[config.mk]
export PLATFORM = sky130hd
export DESIGN_NAME = uart_recv
export DESIGN_NICKNAME = d
export VERILOG_FILES = /design/src/rtl/uart_recv.sv
export SDC_FILE = /design/constraint.sdc
export NUM_CORES = 1
export LEC_CHECK = 0
export ABC_AREA = 1
export ABC_CLOCK_PERIOD_IN_PS = 1990
export BUFFER_PORTS_ARGS = -buffer_cell sky130_fd_sc_hd__buf_2
export CORE_ASPECT_RATIO = 2
export CORE_UTILIZATION = 55
export CTS_CLUSTER_DIAMETER = 150
export DETAILED_ROUTE_END_ITERATION = 10
export PLACE_DENSITY = 0.74
export SLEW_MARGIN = 40
export SYNTH_ARGS = -nofsm -noshare
export SYNTH_HDL_FRONTEND = slang
export SYNTH_SLANG_ARGS = --single-unit
[constraint.sdc]
create_clock -name CLK_SYS -period 1.99 [get_ports CLK_SYS]
set_clock_uncertainty 0.05 [all_clocks]
set_input_delay 0.199 -clock CLK_SYS [delete_from_list [all_inputs] [get_ports CLK_SYS]]
set_output_delay 0.199 -clock CLK_SYS [all_outputs]
set_load 0.05 [all_outputs]
[src/rtl/uart_recv.sv]
// 8N1 UART receiver: falling start edge -> uart_done about 3+HALF_CNT+9*BPS_CNT+1 cycles later.
// No backpressure: uart_done/frame_err are single-cycle strobes that the consumer must take immediately.
module uart_recv #(
  parameter int CLK_FREQ = 50000000,
  parameter int UART_BPS = 9600
) (
  input  logic       CLK_SYS,
  input  logic       CLK_RST,
  input  logic       uart_rxd,
  output logic       uart_done,
  output logic [7:0] uart_data,
  output logic       frame_err,
  output logic       rx_busy
);

  localparam int          BPS_CNT   = CLK_FREQ / UART_BPS;
  localparam int          HALF_CNT  = BPS_CNT / 2;
  localparam logic [15:0] BPS_LAST  = 16'(BPS_CNT - 1);
  localparam logic [15:0] HALF_LAST = 16'(HALF_CNT - 1);

  localparam logic [1:0] IDLE  = 2'd0;
  localparam logic [1:0] START = 2'd1;
  localparam logic [1:0] DATA  = 2'd2;
  localparam logic [1:0] STOP  = 2'd3;

  logic [1:0]  state_q,   state_d;
  logic [15:0] clk_cnt_q, clk_cnt_d;
  logic [2:0]  bit_cnt_q, bit_cnt_d;
  logic [7:0]  shift_q,   shift_d;
  logic [7:0]  data_q,    data_d;
  logic [2:0]  sync_q,    sync_d;
  logic        done_q,    done_d;
  logic        err_q,     err_d;

  logic rx_bit;
  logic start_edge;

  // sync_q[0..2] are rx_d0..rx_d2; rx_d1 is the first metastability-safe sample
  assign rx_bit     = sync_q[1];
  assign start_edge = sync_q[2] & ~sync_q[1];

  always_comb begin
    sync_d    = {sync_q[1:0], uart_rxd};
    state_d   = state_q;
    clk_cnt_d = clk_cnt_q + 16'd1;
    bit_cnt_d = bit_cnt_q;
    shift_d   = shift_q;
    data_d    = data_q;
    done_d    = 1'b0;
    err_d     = 1'b0;

    case (state_q)
      IDLE: begin
        clk_cnt_d = 16'd0;
        if (start_edge) state_d = START;
      end
      START: begin
        if (clk_cnt_q == HALF_LAST) begin
          clk_cnt_d = 16'd0;
          bit_cnt_d = 3'd0;
          state_d   = rx_bit ? IDLE : DATA;
        end
      end
      DATA: begin
        if (clk_cnt_q == BPS_LAST) begin
          clk_cnt_d = 16'd0;
          shift_d   = {rx_bit, shift_q[7:1]};
          if (bit_cnt_q == 3'd7) state_d = STOP;
          else                   bit_cnt_d = bit_cnt_q + 3'd1;
        end
      end
      default: begin
        // Leave at mid-stop so a back-to-back start edge is not missed
        if (clk_cnt_q == BPS_LAST) begin
          clk_cnt_d = 16'd0;
          state_d   = IDLE;
          if (rx_bit) begin
            data_d = shift_q;
            done_d = 1'b1;
          end else begin
            err_d = 1'b1;
          end
        end
      end
    endcase
  end

  always_ff @(posedge CLK_SYS) begin
    if (CLK_RST) begin
      state_q   <= IDLE;
      clk_cnt_q <= 16'd0;
      bit_cnt_q <= 3'd0;
      shift_q   <= 8'd0;
      data_q    <= 8'd0;
      sync_q    <= 3'b111;
      done_q    <= 1'b0;
      err_q     <= 1'b0;
    end else begin
      state_q   <= state_d;
      clk_cnt_q <= clk_cnt_d;
      bit_cnt_q <= bit_cnt_d;
      shift_q   <= shift_d;
      data_q    <= data_d;
      sync_q    <= sync_d;
      done_q    <= done_d;
      err_q     <= err_d;
    end
  end

  assign uart_done = done_q;
  assign frame_err = err_q;
  assign uart_data = data_q;
  assign rx_busy   = (state_q != IDLE);

endmodule

### Word level (Yosys, flattened, before mapping)

Index checks and enable logic that the tools add are counted.

| word-level totals | value |
|---|---|
| input bits | 3 |
| word-level logic and storage cells | 50 |
| output and inout port bits | 11 |
| bits in registers | 42 |

| operators by class | value |
|---|---|
| bitwise logic cells | 4 |
| reductions and logical operators | 10 |
| add/sub/neg operators | 2 |
| equal/unequal tests | 10 |
| muxes and demuxes | 16 |

Operators with widths:

| cell | count |
|---|---|
| two-way mux 16 bit | 2 |
| one-hot mux 16 bit (2 select lines) | 1 |
| adder 16 x 1 -> 16 bit (second input constant) | 1 |
| equality test 16 x 12 -> 1 bit (second input constant) | 1 |
| equality test 16 x 13 -> 1 bit (second input constant) | 1 |
| two-way mux 2 bit | 6 |
| inequality test 2 bit (second input constant) | 5 |
| two-way mux 3 bit | 3 |
| one-hot mux 2 bit (3 select lines) | 1 |
| one-hot mux 3 bit (2 select lines) | 1 |
| AND reduction 5 bit | 1 |
| OR reduction 5 bit | 1 |
| AND reduction 4 bit | 1 |
| nonzero test 2 bit | 2 |
| adder 3 x 1 -> 3 bit (second input constant) | 1 |
| equality test 3 bit (second input constant) | 1 |
| inverter 1 bit | 3 |
| AND reduction 3 bit | 1 |
| nonzero test 3 bit | 1 |
| OR reduction 3 bit | 1 |
| equality test 2 x 1 -> 1 bit (second input constant) | 1 |
| equality test 2 bit (second input constant) | 1 |
| zero test 2 bit | 1 |
| two-way mux 1 bit | 2 |
| 2 further kinds | 2 |

### Depth between registers and ports, before layout

| logic depth | value |
|---|---|
| depth in word-level cells | 4 |
| mapped depth | 13 |
| gate-level depth less buffers | 13 |

### Least setup slack after synthesis

No wires, ideal clock.

| path | value |
|---|---|
| path kind | reg-to-reg |
| start | reg state_q[0] |
| end | reg bit_cnt_q[0] |
| arrival | 1342 ps |
| path buffers | 0 |
| cell stages (with the launch flop) | 8 |
| required time | 1798 ps |
| period minus slack after synthesis | 1535 ps |
| library setup time | 142 ps |
| slack | 455 ps |
| path through | dfxtp_1 > inv_1 > ha_1 > inv_1 > o21ai_0 > nand3_1 > nand2_1 > a21oi_1 |

| between the ends | value |
|---|---|
| word-level cells in the longest chain between the ends | 3 |
| elaborated cells on any way between the ends | 8 |
| classes of those cells | eq/ne (5); mux (1); reduce/logical (2) |

Ends and longest elaborated chain:

| what | RTL line | RTL |
|---|---|---|
| start, declared | 26 | `logic [1:0] state_q, state_d;` |
| start signal, assigned | 99 | `state_q <= state_d;` |
| equality test 2 bit / equality test 2 x 1 -> 1 bit (equally long branches) | 52 | `case (state_q)` |
| inequality test 2 bit (no line) / nonzero test 2 bit (equally long branches) | n/a |  |
| AND reduction 4 bit (no line) | n/a |  |
| end signal, assigned | 101 | `bit_cnt_q <= bit_cnt_d;` |
| end, declared | 28 | `logic [2:0] bit_cnt_q, bit_cnt_d;` |

Parallel ways exist; a longest one is shown, timed or not.
A chain may end at the register's enable or synchronous reset.

### Worst setup path in the final report

| path | value |
|---|---|
| start | reg clk_cnt_q[0] |
| end | reg shift_q[7] |

| between the ends | value |
|---|---|
| word-level cells in the longest chain between the ends | 2 |

Ends and longest elaborated chain:

| what | RTL line | RTL |
|---|---|---|
| start, declared | 27 | `logic [15:0] clk_cnt_q, clk_cnt_d;` |
| start signal, assigned | 100 | `clk_cnt_q <= clk_cnt_d;` |
| equality test 16 x 13 -> 1 bit | 65 | `if (clk_cnt_q == BPS_LAST) begin` |
| AND reduction 2 bit (no line) | n/a |  |
| end signal, assigned | 102 | `shift_q <= shift_d;` |
| end, declared | 29 | `logic [7:0] shift_q, shift_d;` |

Every way passes these cells.

==> metrics.md <==
| Metric | Value |
|---|---|
| Die area | `0.003926 mm2` |
| Post-DP HPWL | `2904 um` |
| Relative slew slack | `72.96%` |
| Arrival time worst endpoint | `1.91 ns` |
| Placer Congestion | `0.8934` |
| Routed Antenna Nets | `0` |
| Synth cell types | `29` |
| Tcrit/Tclk final | `89.73%` |
| Syn-to-layout area delta | `11.05%` |
| Core Region | `0.003453 mm2` |
| Port buffer count | `13` |
| DR WL/cell | `11.78 um` |
| Sequential share of the synthesized area | `41.71%` |
| Critical path capture point type | `register` |
| CTS Hold Buffers Added | `0` |
| First-pass GRT wire length | `6610 um` |
| Static leakage | `0.8734 nW` |
| Starting density of the core | `58.37%` |
| CTS Buf Count | `5` |
| Hold Startpoint | `uart_rxd` |
| Max Slew Vio Count | `0` |
| PwrDens | `811.4 mW/mm2` |
| Vias in the first global route | `1619` |
| Slowest cell on crit path | `dfxtp_1` |
| Number of vias per cell | `5.188` |
| Vias | `1707` |
| Setup_tns | `0 ns` |
| Crit path cell chain | `ha_1 > nand2_2 > inv_1 > nand2_1 > nor2_4 > nand3_2 > o21ai_0 > a21oi_1` |
| Period minus WS final | `1.786 ns` |
| CP startpoint | `clk_cnt_q[0]` |
| Sink Count | `42` |
| # diodes | `0` |
| Slew at the pin closest to its max-slew limit | `0.4013 ns` |
| # IOs | `14` |
| Reg2Reg Launch Point | `clk_cnt_q[0]` |
| Die W | `44.81 um` |
| Drt drc | `0` |
| TritonRoute pass-1 iters | `4` |
| Htree depth | `2` |
| Fmax | `560.0 MHz` |
| Worst path required time | `2.11 ns` |
| Synth Instances | `263` |
| Drt total wl | `3875 um` |
| Final #Nets | `291` |
| CTS max path bufs | `2` |
| Startpoint types | `register` |
| Max VDD drop | `710.8 uV` |
| Max-cap violations | `0` |
| Yosys top cell area share | `41.71%` |
| Max Fanout on Critical Path | `16` |
| Crit-path max cell delay | `0.36 ns` |
| Placed inst area | `0.002126 mm2` |
| # rows | `30` |
| Total GRT Usage | `22.72%` |
| Pin count of the biggest net entering global routing | `24` |
| Initial antenna violation count | `0` |
| Status | `finished, final reports clean` |
| Fillcell total | `333` |
| Post-CTS Setup Bufs | `0` |
| RSZ-0062 raised after global routing | `no` |
| Die Ht | `87.62 um` |
| Post-route cell area | `0.002238 mm2` |
| Post-CTS Resized | `0` |
| YS warnings | `0` |
| Final setup fails | `0` |
| Ranking of synthesized cells by area | `dfxtp_1 42%, nor2_1 9.1%, nand2_1 8.9%` |
| WS Path Type | `reg2reg` |
| Worst hold path type | `in2reg` |
| #FFs+latches synth | `42` |
| Total grt overflow | `0` |
| CTS tree | `done` |
| Netlist Area Pre-Place | `0.002016 mm2` |
| Syn Area/Cell | `7.664 um2` |
| Layout cells sized above 1 | `19.93%` |
| Initial DRC Count | `31` |
| Hold Fails Final Rpt | `0` |
| CTS clock-pin slew for the worst setup and hold paths | `0.07 ns` |
| Syn_nets | `273` |
| Root Driver | `clkbuf_8` |
| Largest area contributor in the netlist | `dfxtp_1` |
| Worst-skew pair later-pin latency | `0.29 ns` |
-- power by group --
part           total (W)  leakage (nW)  internal, W  switching (W)
Combinational   0.000264         0.477    0.0000766       0.000187
Sequential      0.000869         0.339     0.000857      0.0000130
Clock           0.000683        0.0573     0.000401       0.000282
Total            0.00182         0.873      0.00133       0.000482
-- logic make-up (layout without fill, tap and decap cells) --
kind of cell	Yosys count	after routing	synth area share (%)
compound gates	32	32	11.17
fa+ha+maj	7	7	4.345
simple gates	141	141	33.33
flops	42	42	41.71
buf+inv	37	55	7.697
xor+xnor	4	4	1.738
-- worst max-delay path, delay by kind of cell (launching register included) --
family                     cells  cell delay [ns]
and+or+nand+nor                4             0.62
DFF                            1             0.36
AOI/OAI and AO/OA              2             0.34
adders and majority gates      1             0.24
buffers and inverters          1             0.07
-- path summary, 6_finish.rpt --
check	to	slack (ns)	cells after the start
worst min register to register	sync_q[1]	0.38	1
worst max register to register	shift_q[7]	0.20	8
worst max-delay path	shift_q[7]	0.20	8
worst min-delay path	sync_q[0]	0.03	2
-- layer usage --
| metal | track usage, % | share of wire [%] | vias to the layer above |
|---|---|---|---|
| met5 | 0 | 0 | - |
| met4 | 14.33 | 4.2 | 0 |
| met3 | 4.330 | 2.3 | 16 |
| met2 | 41.31 | 55 | 31 |
| met1 | 22.28 | 39 | 784 |
| li1 | - | - | 876 |
-- placed cells by master (no fill, tap or decap) --
cell type  instances
a211oi_2           7
nand2_1           48
bufinv_16          1
nand2_2            3
inv_1             28
nand3b_2           1
nand4_1            5
or2_2              2
a21oi_1           14
nand3_2            2
clkinv_2           1
nor2_1            49
xor2_1             4
o21ai_0            6
nand4_2            1
buf_2             13
nand2_4            3
a211oi_1           2
nor3_1             6
inv_2              4
nor2_4             2
o21bai_1           1
nor2_2             4
dfxtp_1           42
a31oi_1            1
clkbuf_8           6
a21oi_2            1
ha_1               7
nor3_2             3
buf_4              2
nand3_1           12
-- synthesized netlist by cell type --
cell type	number
nand3b_2	1
o21ai_0	6
nand4_2	1
nand2_1	48
nand2_2	3
a21oi_1	14
nand3_2	2
a211oi_1	2
clkinv_2	1
nor3_2	3
nand3_1	12
nand4_1	5
nor2_4	2
xor2_1	4
clkbuf_1	2
nor2_1	49
o21bai_1	1
inv_2	4
nor3_1	6
dfxtp_1	42
buf_6	2
ha_1	7
a21oi_2	1
nand2_4	3
a211oi_2	7
or2_2	2
nor2_2	4
inv_1	28
a31oi_1	1
-- sequential cells by signal, summed over array words and instances (netlist names) --
register,count
state_q,2
bit_cnt_q,3
sync_q,3
uart_data,8
uart_done,1
shift_q,8
clk_cnt_q,16
frame_err,1
-- metrics by stage --
stage	power (W)	utilization, %	instances	setup WS (ns)	hold slack (ns)
6_report	0.001816	64.82	329	0.2044	0.03426
2_1_floorplan	0.001113	-	263	0.4555	0.2528
4_1_cts	0.001826	64.82	329	0.1968	0.03119
3_3_place_gp	0.001149	61.56	322	0.2846	0.3307
5_1_grt	0.001894	64.82	329	0.01328	0.05065
3_5_place_dp	0.001153	61.56	322	0.2186	0.3360
-- area by class of cell --
class                      count  area, um2  area share, %
sequential                    42      840.8          37.56
multi-input combinational    184       1020          45.56
clock buffer                   6      82.58          3.689
tap                           48      60.06          2.683
timing repair buffer          15      80.08          3.577
inverter                      33      125.1          5.590
clock inverter                 1      30.03          1.342
Power figures use the tool's default switching activity.
